## src/rtl/sprite_line_writer_pkg.sv

```systemverilog
// Shared video definitions: line-buffer byte layout, render FSM encodings and
// the captured sprite-request record.
package sprite_line_writer_pkg;

    localparam int LINE_LEN_DEFAULT = 352;

    localparam int LB_OCC    = 7;
    localparam int LB_PRIO   = 6;
    localparam int LB_PAL_HI = 5;
    localparam int LB_PAL_LO = 4;
    localparam int LB_COL_HI = 3;
    localparam int LB_COL_LO = 0;

    localparam logic [1:0] ST_IDLE  = 2'd0;
    localparam logic [1:0] ST_CLEAR = 2'd1;
    localparam logic [1:0] ST_RD    = 2'd2;
    localparam logic [1:0] ST_WR    = 2'd3;

    typedef struct packed {
        logic [8:0]  x;
        logic [31:0] pattern;
        logic [1:0]  palette;
        logic        hflip;
        logic        prio;
    } sprite_req_t;

    // Pixel 0 sits in the top nibble; hflip walks the word from the other end.
    function automatic logic [3:0] pick_nibble(input logic [31:0] pat,
                                               input logic [2:0]  n,
                                               input logic        hflip);
        logic [2:0] k;
        k = hflip ? n : (3'd7 - n);
        return pat[{k, 2'b00} +: 4];
    endfunction

endpackage

```

## src/rtl/sprite_line_writer_if.sv

```systemverilog
// Sprite request handshake, clear request and line-buffer render port.
interface sprite_line_writer_if;
    logic        clear_req;
    logic        req_valid;
    logic        req_ready;
    logic [8:0]  req_x;
    logic [31:0] req_pattern;
    logic [1:0]  req_palette;
    logic        req_hflip;
    logic        req_priority;
    logic        busy;
    logic [8:0]  lb_idx;
    logic [7:0]  lb_wrdata;
    logic        lb_wren;
    logic [7:0]  lb_rddata;

    // master: sprite fetch plus the line buffer itself; slave: the writer
    modport master (
        output clear_req, req_valid, req_x, req_pattern, req_palette,
               req_hflip, req_priority, lb_rddata,
        input  req_ready, busy, lb_idx, lb_wrdata, lb_wren
    );

    modport slave (
        input  clear_req, req_valid, req_x, req_pattern, req_palette,
               req_hflip, req_priority, lb_rddata,
        output req_ready, busy, lb_idx, lb_wrdata, lb_wren
    );
endinterface

```

## src/rtl/sprite_line_writer.sv

```systemverilog
// Writes 8-pixel sprite words into the render half of the line buffer with a
// per-pixel read-modify-write (first sprite wins, tile priority honoured); also clears it.
module sprite_line_writer
    import sprite_line_writer_pkg::*;
#(
    parameter int LINE_LEN = LINE_LEN_DEFAULT
) (
    input logic                 clk,
    input logic                 reset_n,
    sprite_line_writer_if.slave bus
);

    localparam logic [9:0] LEN_W    = 10'(LINE_LEN);
    localparam logic [8:0] LAST_IDX = 9'(LINE_LEN - 1);

    logic [1:0]  state_q, state_d;
    logic [2:0]  n_q, n_d;
    logic [8:0]  idx_q, idx_d;
    sprite_req_t req_q, req_d;

    logic [3:0]  colour;
    logic        in_range;
    logic        slot_free;
    logic [7:0]  wrdata;
    logic        wren;

    // lb_rddata in WR is the byte read at the same index during the preceding RD
    always_comb begin
        colour    = pick_nibble(req_q.pattern, n_q, req_q.hflip);
        in_range  = {1'b0, idx_q} < LEN_W;
        slot_free = !bus.lb_rddata[LB_OCC] && (req_q.prio || !bus.lb_rddata[LB_PRIO]);
        wrdata    = 8'h00;
        wren      = 1'b0;
        case (state_q)
            ST_CLEAR: wren = 1'b1;
            ST_WR: begin
                if ((colour != 4'h0) && in_range && slot_free) begin
                    wren                        = 1'b1;
                    wrdata[LB_OCC]              = 1'b1;
                    wrdata[LB_PRIO]             = req_q.prio;
                    wrdata[LB_PAL_HI:LB_PAL_LO] = req_q.palette;
                    wrdata[LB_COL_HI:LB_COL_LO] = colour;
                end
            end
            default: ;
        endcase
    end

    always_comb begin
        state_d = state_q;
        n_d     = n_q;
        idx_d   = idx_q;
        req_d   = req_q;
        case (state_q)
            ST_IDLE: begin
                if (bus.clear_req) begin
                    state_d = ST_CLEAR;
                    idx_d   = 9'd0;
                end else if (bus.req_valid) begin
                    state_d = ST_RD;
                    n_d     = 3'd0;
                    idx_d   = bus.req_x;
                    req_d   = '{x:       bus.req_x,
                                pattern: bus.req_pattern,
                                palette: bus.req_palette,
                                hflip:   bus.req_hflip,
                                prio:    bus.req_priority};
                end
            end
            ST_CLEAR: begin
                if (idx_q == LAST_IDX) state_d = ST_IDLE;
                else                   idx_d   = idx_q + 9'd1;
            end
            ST_RD: state_d = ST_WR;
            ST_WR: begin
                if (n_q == 3'd7) begin
                    state_d = ST_IDLE;
                end else begin
                    state_d = ST_RD;
                    n_d     = n_q + 3'd1;
                    idx_d   = idx_q + 9'd1;
                end
            end
            default: state_d = ST_IDLE;
        endcase
    end

    always_ff @(posedge clk or negedge reset_n) begin
        if (!reset_n) begin
            state_q <= ST_IDLE;
            n_q     <= 3'd0;
            idx_q   <= 9'd0;
            req_q   <= '0;
        end else begin
            state_q <= state_d;
            n_q     <= n_d;
            idx_q   <= idx_d;
            req_q   <= req_d;
        end
    end

    assign bus.lb_idx    = idx_q;
    assign bus.lb_wrdata = wrdata;
    assign bus.lb_wren   = wren;
    assign bus.busy      = (state_q != ST_IDLE);
    assign bus.req_ready = (state_q == ST_IDLE) && !bus.clear_req;

endmodule

```

## src/flat_wrapper.sv

```systemverilog
// flat-port wrapper written by rule: the top's interface ports become plain ports
module sprite_line_writer_flat import sprite_line_writer_pkg::*;
#(
    parameter int LINE_LEN = LINE_LEN_DEFAULT
)
  (clk, reset_n, bus_clear_req, bus_req_valid, bus_req_x, bus_req_pattern, bus_req_palette, bus_req_hflip, bus_req_priority, bus_lb_rddata, bus_req_ready, bus_busy, bus_lb_idx, bus_lb_wrdata, bus_lb_wren);
  sprite_line_writer_if bus_i ();
  input logic clk;
  input logic reset_n;
  input wire logic [$bits(bus_i.clear_req)-1:0] bus_clear_req;
  input wire logic [$bits(bus_i.req_valid)-1:0] bus_req_valid;
  input wire logic [$bits(bus_i.req_x)-1:0] bus_req_x;
  input wire logic [$bits(bus_i.req_pattern)-1:0] bus_req_pattern;
  input wire logic [$bits(bus_i.req_palette)-1:0] bus_req_palette;
  input wire logic [$bits(bus_i.req_hflip)-1:0] bus_req_hflip;
  input wire logic [$bits(bus_i.req_priority)-1:0] bus_req_priority;
  input wire logic [$bits(bus_i.lb_rddata)-1:0] bus_lb_rddata;
  output wire logic [$bits(bus_i.req_ready)-1:0] bus_req_ready;
  output wire logic [$bits(bus_i.busy)-1:0] bus_busy;
  output wire logic [$bits(bus_i.lb_idx)-1:0] bus_lb_idx;
  output wire logic [$bits(bus_i.lb_wrdata)-1:0] bus_lb_wrdata;
  output wire logic [$bits(bus_i.lb_wren)-1:0] bus_lb_wren;
  assign bus_i.clear_req = bus_clear_req;
  assign bus_i.req_valid = bus_req_valid;
  assign bus_i.req_x = bus_req_x;
  assign bus_i.req_pattern = bus_req_pattern;
  assign bus_i.req_palette = bus_req_palette;
  assign bus_i.req_hflip = bus_req_hflip;
  assign bus_i.req_priority = bus_req_priority;
  assign bus_i.lb_rddata = bus_lb_rddata;
  assign bus_req_ready = bus_i.req_ready;
  assign bus_busy = bus_i.busy;
  assign bus_lb_idx = bus_i.lb_idx;
  assign bus_lb_wrdata = bus_i.lb_wrdata;
  assign bus_lb_wren = bus_i.lb_wren;
  sprite_line_writer #(.LINE_LEN(LINE_LEN)) u_core (.clk(clk), .reset_n(reset_n), .bus(bus_i));
endmodule
```

## config.mk

```make
export PLATFORM = sky130hd
export DESIGN_NAME = sprite_line_writer_flat
export DESIGN_NICKNAME = d
export VERILOG_FILES = /design/src/rtl/sprite_line_writer_pkg.sv /design/src/rtl/sprite_line_writer_if.sv /design/src/rtl/sprite_line_writer.sv /design/src/flat_wrapper.sv
export SDC_FILE = /design/constraint.sdc
export NUM_CORES = 1
export LEC_CHECK = 0
export CAP_MARGIN = 15
export CORE_ASPECT_RATIO = 0.6
export CORE_UTILIZATION = 50
export CTS_CLUSTER_DIAMETER = 150
export DETAILED_ROUTE_END_ITERATION = 10
export GPL_TIMING_DRIVEN = 0
export PLACE_DENSITY = 0.83
export REMOVE_ABC_BUFFERS = 1
export SETUP_SLACK_MARGIN = 0.02
export SLEW_MARGIN = 15
export SYNTH_ARGS = -nofsm -noshare
export SYNTH_HDL_FRONTEND = slang
export SYNTH_SLANG_ARGS = --single-unit
```

## constraint.sdc

```tcl
create_clock -name clk -period 5.05 [get_ports clk]
set_input_delay 1.01 -clock clk [delete_from_list [all_inputs] [get_ports clk]]
set_output_delay 1.01 -clock clk [all_outputs]
set_load 0.05 [all_outputs]
```

# Word-level counts from Yosys, hierarchy flattened
# Index checks and enable logic that the tools add are counted.
[totals]
regBits = 50
latch_bits = 0
mem_bits_rw = 0
rom_bits = 0
input_bits = 57
wordCells = 60
memories = 0
[op_classes]
add_sub_neg = 3
mul = 0
div = 0
magnitude_cmp = 1
eq_ne = 11
n_shift = 1
muxes = 19
bitwise = 1
reduce_logical = 17
[ops]
columns = ["cell", "count"]
rows = [
  ["9-bit 2-to-1 mux", 4],
  ["32-bit by 6-bit indexed part select with 4-bit output", 1],
  ["9-bit case mux with 3 select lines", 1],
  ["8-bit 2-to-1 mux", 2],
  ["3-bit 2-to-1 mux", 4],
  ["9-bit by 1-bit adder with 9-bit output, second input constant", 1],
  ["9-bit == test, second input constant", 1],
  ["9-bit less-than comparator, second input constant", 1],
  ["2-bit 2-to-1 mux", 4],
  ["2-bit inequality test, second input constant", 4],
  ["2-bit case mux with 4 select lines", 1],
  ["4-bit AND reduction", 2],
  ["3-bit case mux with 2 select lines", 1],
  ["2-bit == test, second input constant", 2],
  ["1-bit logical AND", 4],
  ["2-bit nonzero test", 2],
  ["4-bit nonzero test", 1],
  ["3-bit by 1-bit adder with 3-bit output, second input constant", 1],
  ["3-bit == test, second input constant", 1],
  ["1-bit logical NOT", 3],
  ["3-bit inequality test, second input constant", 1],
  ["3-bit AND reduction", 1],
  ["3-bit nonzero test", 1],
  ["3-bit subtractor, first input constant", 1],
  ["8 further kinds", 8],
]

# Logic depth before layout (Yosys ltp)
# Gate-level depths: netlist of the first run.
[depth]
depth_word = 8
ltp_mapped = 7

# Least setup slack after synthesis of the first run
# No wires, ideal clock.
[synth_path]
kind = "input port to output port"
from = "input bus_lb_rddata[6]"
to = "output bus_lb_wrdata[4]"
t_arrival_ns = 2.509
required_time_ns = 4.040
path_slack_ns = 1.531
cell_stages = 4
path_buffers = 0
cell_sequence = "nor2b_1 > a2111o_1 > a41oi_4 > and2_1"
[synth_via]
elab_chain_cells = 6
[synth_lines]
columns = ["item", "line", "source"]
rows = [
  ["start: declaration", "flat_wrapper.sv:17", "input wire logic [$bits(bus_i.lb_rddata)-1:0] bus_lb_rddata;"],
  ["1-bit logical NOT", "sprite_line_writer.sv:31", "slot_free = !bus.lb_rddata[LB_OCC] && (req_q.prio || !bus.lb_rddata[LB_PRIO]);"],
  ["1-bit logical OR", "sprite_line_writer.sv:31", ""],
  ["1-bit logical AND", "sprite_line_writer.sv:31", ""],
  ["1-bit logical AND", "sprite_line_writer.sv:37", "if ((colour != 4'h0) && in_range && slot_free) begin"],
  ["8-bit 2-to-1 mux", "sprite_line_writer.sv:37", ""],
  ["8-bit 2-to-1 mux", "sprite_line_writer.sv:34", "case (state_q)"],
  ["end: declaration", "flat_wrapper.sv:21", "output wire logic [$bits(bus_i.lb_wrdata)-1:0] bus_lb_wrdata;"],
]
# Every way passes these cells.

# Worst setup path in the final report of the first run
[layout_path]
from = "register u_core.n_q[0]"
to = "output bus_lb_wrdata[4]"
[layout_via]
elab_chain_cells = 8
[layout_lines]
columns = ["item", "line", "source"]
rows = [
  ["start: declaration", "sprite_line_writer.sv:17", "logic [2:0] n_q, n_d;"],
  ["start signal: assignment", "sprite_line_writer.sv:96", "n_q <= n_d;"],
  ["3-bit subtractor", "sprite_line_writer_pkg.sv:32", "k = hflip ? n : (3'd7 - n);"],
  ["3-bit 2-to-1 mux *", "sprite_line_writer_pkg.sv:32", ""],
  ["32-bit by 6-bit indexed part select with 4-bit output *", "sprite_line_writer_pkg.sv:33", "return pat[{k, 2'b00} +: 4];"],
  ["4-bit nonzero test *", "sprite_line_writer.sv:37", ""],
  ["1-bit logical AND * (2 in series)", "sprite_line_writer.sv:37", ""],
  ["8-bit 2-to-1 mux *", "sprite_line_writer.sv:37", ""],
  ["8-bit 2-to-1 mux *", "sprite_line_writer.sv:34", ""],
]
# Every way passes the cells marked *; elsewhere a longest branch is shown, timed or not.

==> flow_summary.json, run 1 <==
{
  "synth-edff-count": 0,
  "slew_violations": 0,
  "cts_tree": "yes",
  "grt_max_degree": 36,
  "ys_seq_area_frac": 0.449,
  "drcViolationCount": 5,
  "grt_usage": 0.216,
  "drt_iter0_drc": 142,
  "violations": "design-rule violations",
  "initial_utilization": 0.536,
  "hold_class": "reg2reg",
  "worstHoldPathCells": 2,
  "hold_viol": 0,
  "ff_latch_area_um2": 1250,
  "yosysMostFrequentCell": "dfrtp_1",
  "grt_pass1_wl_mm": 9.63,
  "skew_ns": 0.00807,
  "worst_setup_path_start_kind": "register",
  "wl_mm": 6.03,
  "swShare": 0.415,
  "netSwitchingPower_mw": 0.927,
  "max_cap_viol_count": 0,
  "antenna_found_initial": 0,
  "comb_power_share": 0.509,
  "globalplace.congestion": 0.837,
  "diodes": 0,
  "top_level_ports": 77,
  "async_flop_share": 1.00,
  "r2r_cells": 6,
  "fillerInstances": 378,
  "route.vias.total": 2105,
  "netlist_area_um2": 2790,
  "dp_hpwl_mm": 4.53,
  "arrival_ns": 3.32,
  "synth.top_cells.by_count": "dfrtp_1 (50), mux2_2 (34), nand2_1 (26), mux4_2 (11), nor2_1 (11)",
  "ys_seq_elements": 50,
  "min_period_ns": 4.33,
  "nets": 357,
  "worstSetupPathType": "reg2out",
  "fmax_mhz": 231,
  "tns_ns": 0,
  "worst-path-max-fanout": 19,
  "wl_per_cell_um": 16.6,
  "h-tree-depth": 2,
  "io_buffers": 70,
  "synth_cell_types": 39,
  "p_int_mw": 1.31,
  "yosys_warnings": 0,
  "yosys.area.top_type": "dfrtp_1",
  "synth.area.top_cells": "dfrtp_1 (45%), mux2_2 (14%), mux4_2 (8.9%)",
  "clkTransAtPathRegs_ns": 0.09,
  "row_count": 20,
  "powerDensity_nw_per_um2": 614,
  "cts_hold_buf": 0,
  "clockBufferDepth": 2,
  "syn2layout_area_growth_pct": 30.5,
  "syn_avg_cell_area_um2": 12.2,
  "synth_top_cell_area_share": 0.449,
  "die-area_um2": 5890,
  "power_frac_seq": 0.380,
  "fp.coreArea_um2": 5200,
  "vias_per_cell": 5.78,
  "antenna_left": 0,
  "setup_viol": 0,
  "grt_pass1_vias": 1962,
  "cts_root_buffer": "clkbuf_8",
  "dieHeight_um": 59.8,
  "syn_inst": 229,
  "finalCritPeriodShare": 0.857,
  "drive_gt1_frac": 0.218,
  "ctsResizeCount": 0,
  "post_cts_buffers": 0,
  "power.leakage_nw": 1.50,
  "multi_input_area_um2": 1450,
  "max_slew_margin": 0.424,
  "cts_buffers": 5,
  "synth-main-ff-cell": "dfrtp_1",
  "rrSetupSlack_ns": 2.50,
  "tightest_slew_ns": 0.864,
  "rsz0062_at_grt": "false",
  "dr.pass1.iters": 8,
  "die_w_um": 98.4,
  "vdd_drop_max_mv": 0.244,
  "status": "complete, but fails checks",
  "power.share.clock": 0.112,
  "crit_required_ns": 4.04,
  "cts_sinks": 50,
  "endpoint_kind": "output pin",
  "insertion_delay_ns": 0.29,
  "globalRouteOverflowTotal": 0,
  "utilization": 0.699
}
## cell type report
cell class | instances | area share
multi-input combinational | 164 | 0.398
tap | 66 | 0.0227
clock inverter | 2 | 0.00447
clock buffer | 6 | 0.0227
timing repair buffer | 72 | 0.204
inverter | 4 | 0.00413
sequential | 50 | 0.344
## stage by stage
| stage | hold WS, ns | std cells | instance area, µm² | power (mW) | setup slack (ns) |
|---|---|---|---|---|---|
| global placement | 0.452 | 354 | 3490 | 1.93 | 0.801 |
| global route | 0.519 | 364 | 3640 | 2.39 | 0.551 |
| CTS | 0.482 | 364 | 3640 | 2.24 | 0.687 |
| floorplan | 0.437 | 218 | 2710 | 1.64 | 1.25 |
| detailed placement | 0.460 | 356 | 3540 | 1.99 | 0.798 |
| finish | 0.478 | 364 | 3640 | 2.23 | 0.720 |
## power by group through the flow
stage,registers [mW],clock network [mW],logic [mW]
final,0.849,0.249,1.14
after global placement,0.833,0,1.10
after global routing,0.889,0.279,1.22
after CTS,0.847,0.254,1.14
after floorplan,0.881,0,0.758
after detailed placement,0.854,0,1.13
## state kept, by name (all words and copies together) (netlist names)
name	count
u_core.req_q	36
u_core.bus.lb_idx	9
u_core.n_q	3
u_core.state_q	2
## critical path, stage by stage (launching register included)
cell and delay, ns:
dfrtp_1 0.92, mux4_2 0.62, a22oi_1 0.20, and3_2 0.24
a41oi_4 0.15, and2_1 0.19, clkdlybuf4s50_1 0.70
## final timing paths
kind,startpoint,endpoint
setup / recovery,u_core.n_q[0],bus_lb_wrdata[4]
hold / removal,u_core.req_q[2],u_core.req_q[2]
setup reg to reg,u_core.n_q[0],u_core.bus.lb_idx[3]
hold reg to reg,u_core.req_q[2],u_core.req_q[2]
max in group asynchronous,reset_n,u_core.bus.lb_idx[0]
min in group asynchronous,reset_n,u_core.bus.lb_idx[4]
## cells by family (layout without fill, tap and decap cells)
logic type      after synthesis  count (layout)  share of synthesized area
simple gates                 72              72                      0.129
mux                          51              51                      0.277
flops                        50              50                      0.449
compound gates               38              38                     0.0992
fa+ha+maj                     3               3                     0.0135
buf+inv                      15              84                     0.0328
## layer usage
metal	GRT usage	wire, µm	vias to the layer above
met4	0.0469	20	0
met1	0.310	2780	1036
li1	-	-	992
met5	0	0	-
met2	0.330	2790	75
met3	0.0632	442	2
## layout by cell type, fill, tap and decap left out, drive strengths merged, types with 4 or more instances in the layout
master	instances
a22oi	5
nor2	11
a21o	4
dfrtp	50
nand3	7
nand2	26
and3	5
mux4	16
inv	5
a21oi	7
clkbuf	6
nor2b	5
nand2b	5
clkdlybuf4s50	69
o21ai	9
mux2	34
and2	4
Note: power is estimated with default switching activity, not from simulation.
==> run 2: changes to the inputs <==
--- a/config.mk
+++ b/config.mk
@@ -13,7 +13,7 @@
 export GPL_TIMING_DRIVEN = 0
 export PLACE_DENSITY = 0.83
 export REMOVE_ABC_BUFFERS = 1
-export SETUP_SLACK_MARGIN = 0.02
+export SETUP_SLACK_MARGIN = 0.5
 export SLEW_MARGIN = 15
 export SYNTH_ARGS = -nofsm -noshare
 export SYNTH_HDL_FRONTEND = slang
==> results of run 2 <==
No change in the layout: final DEF, timing and power equal those of run 1.
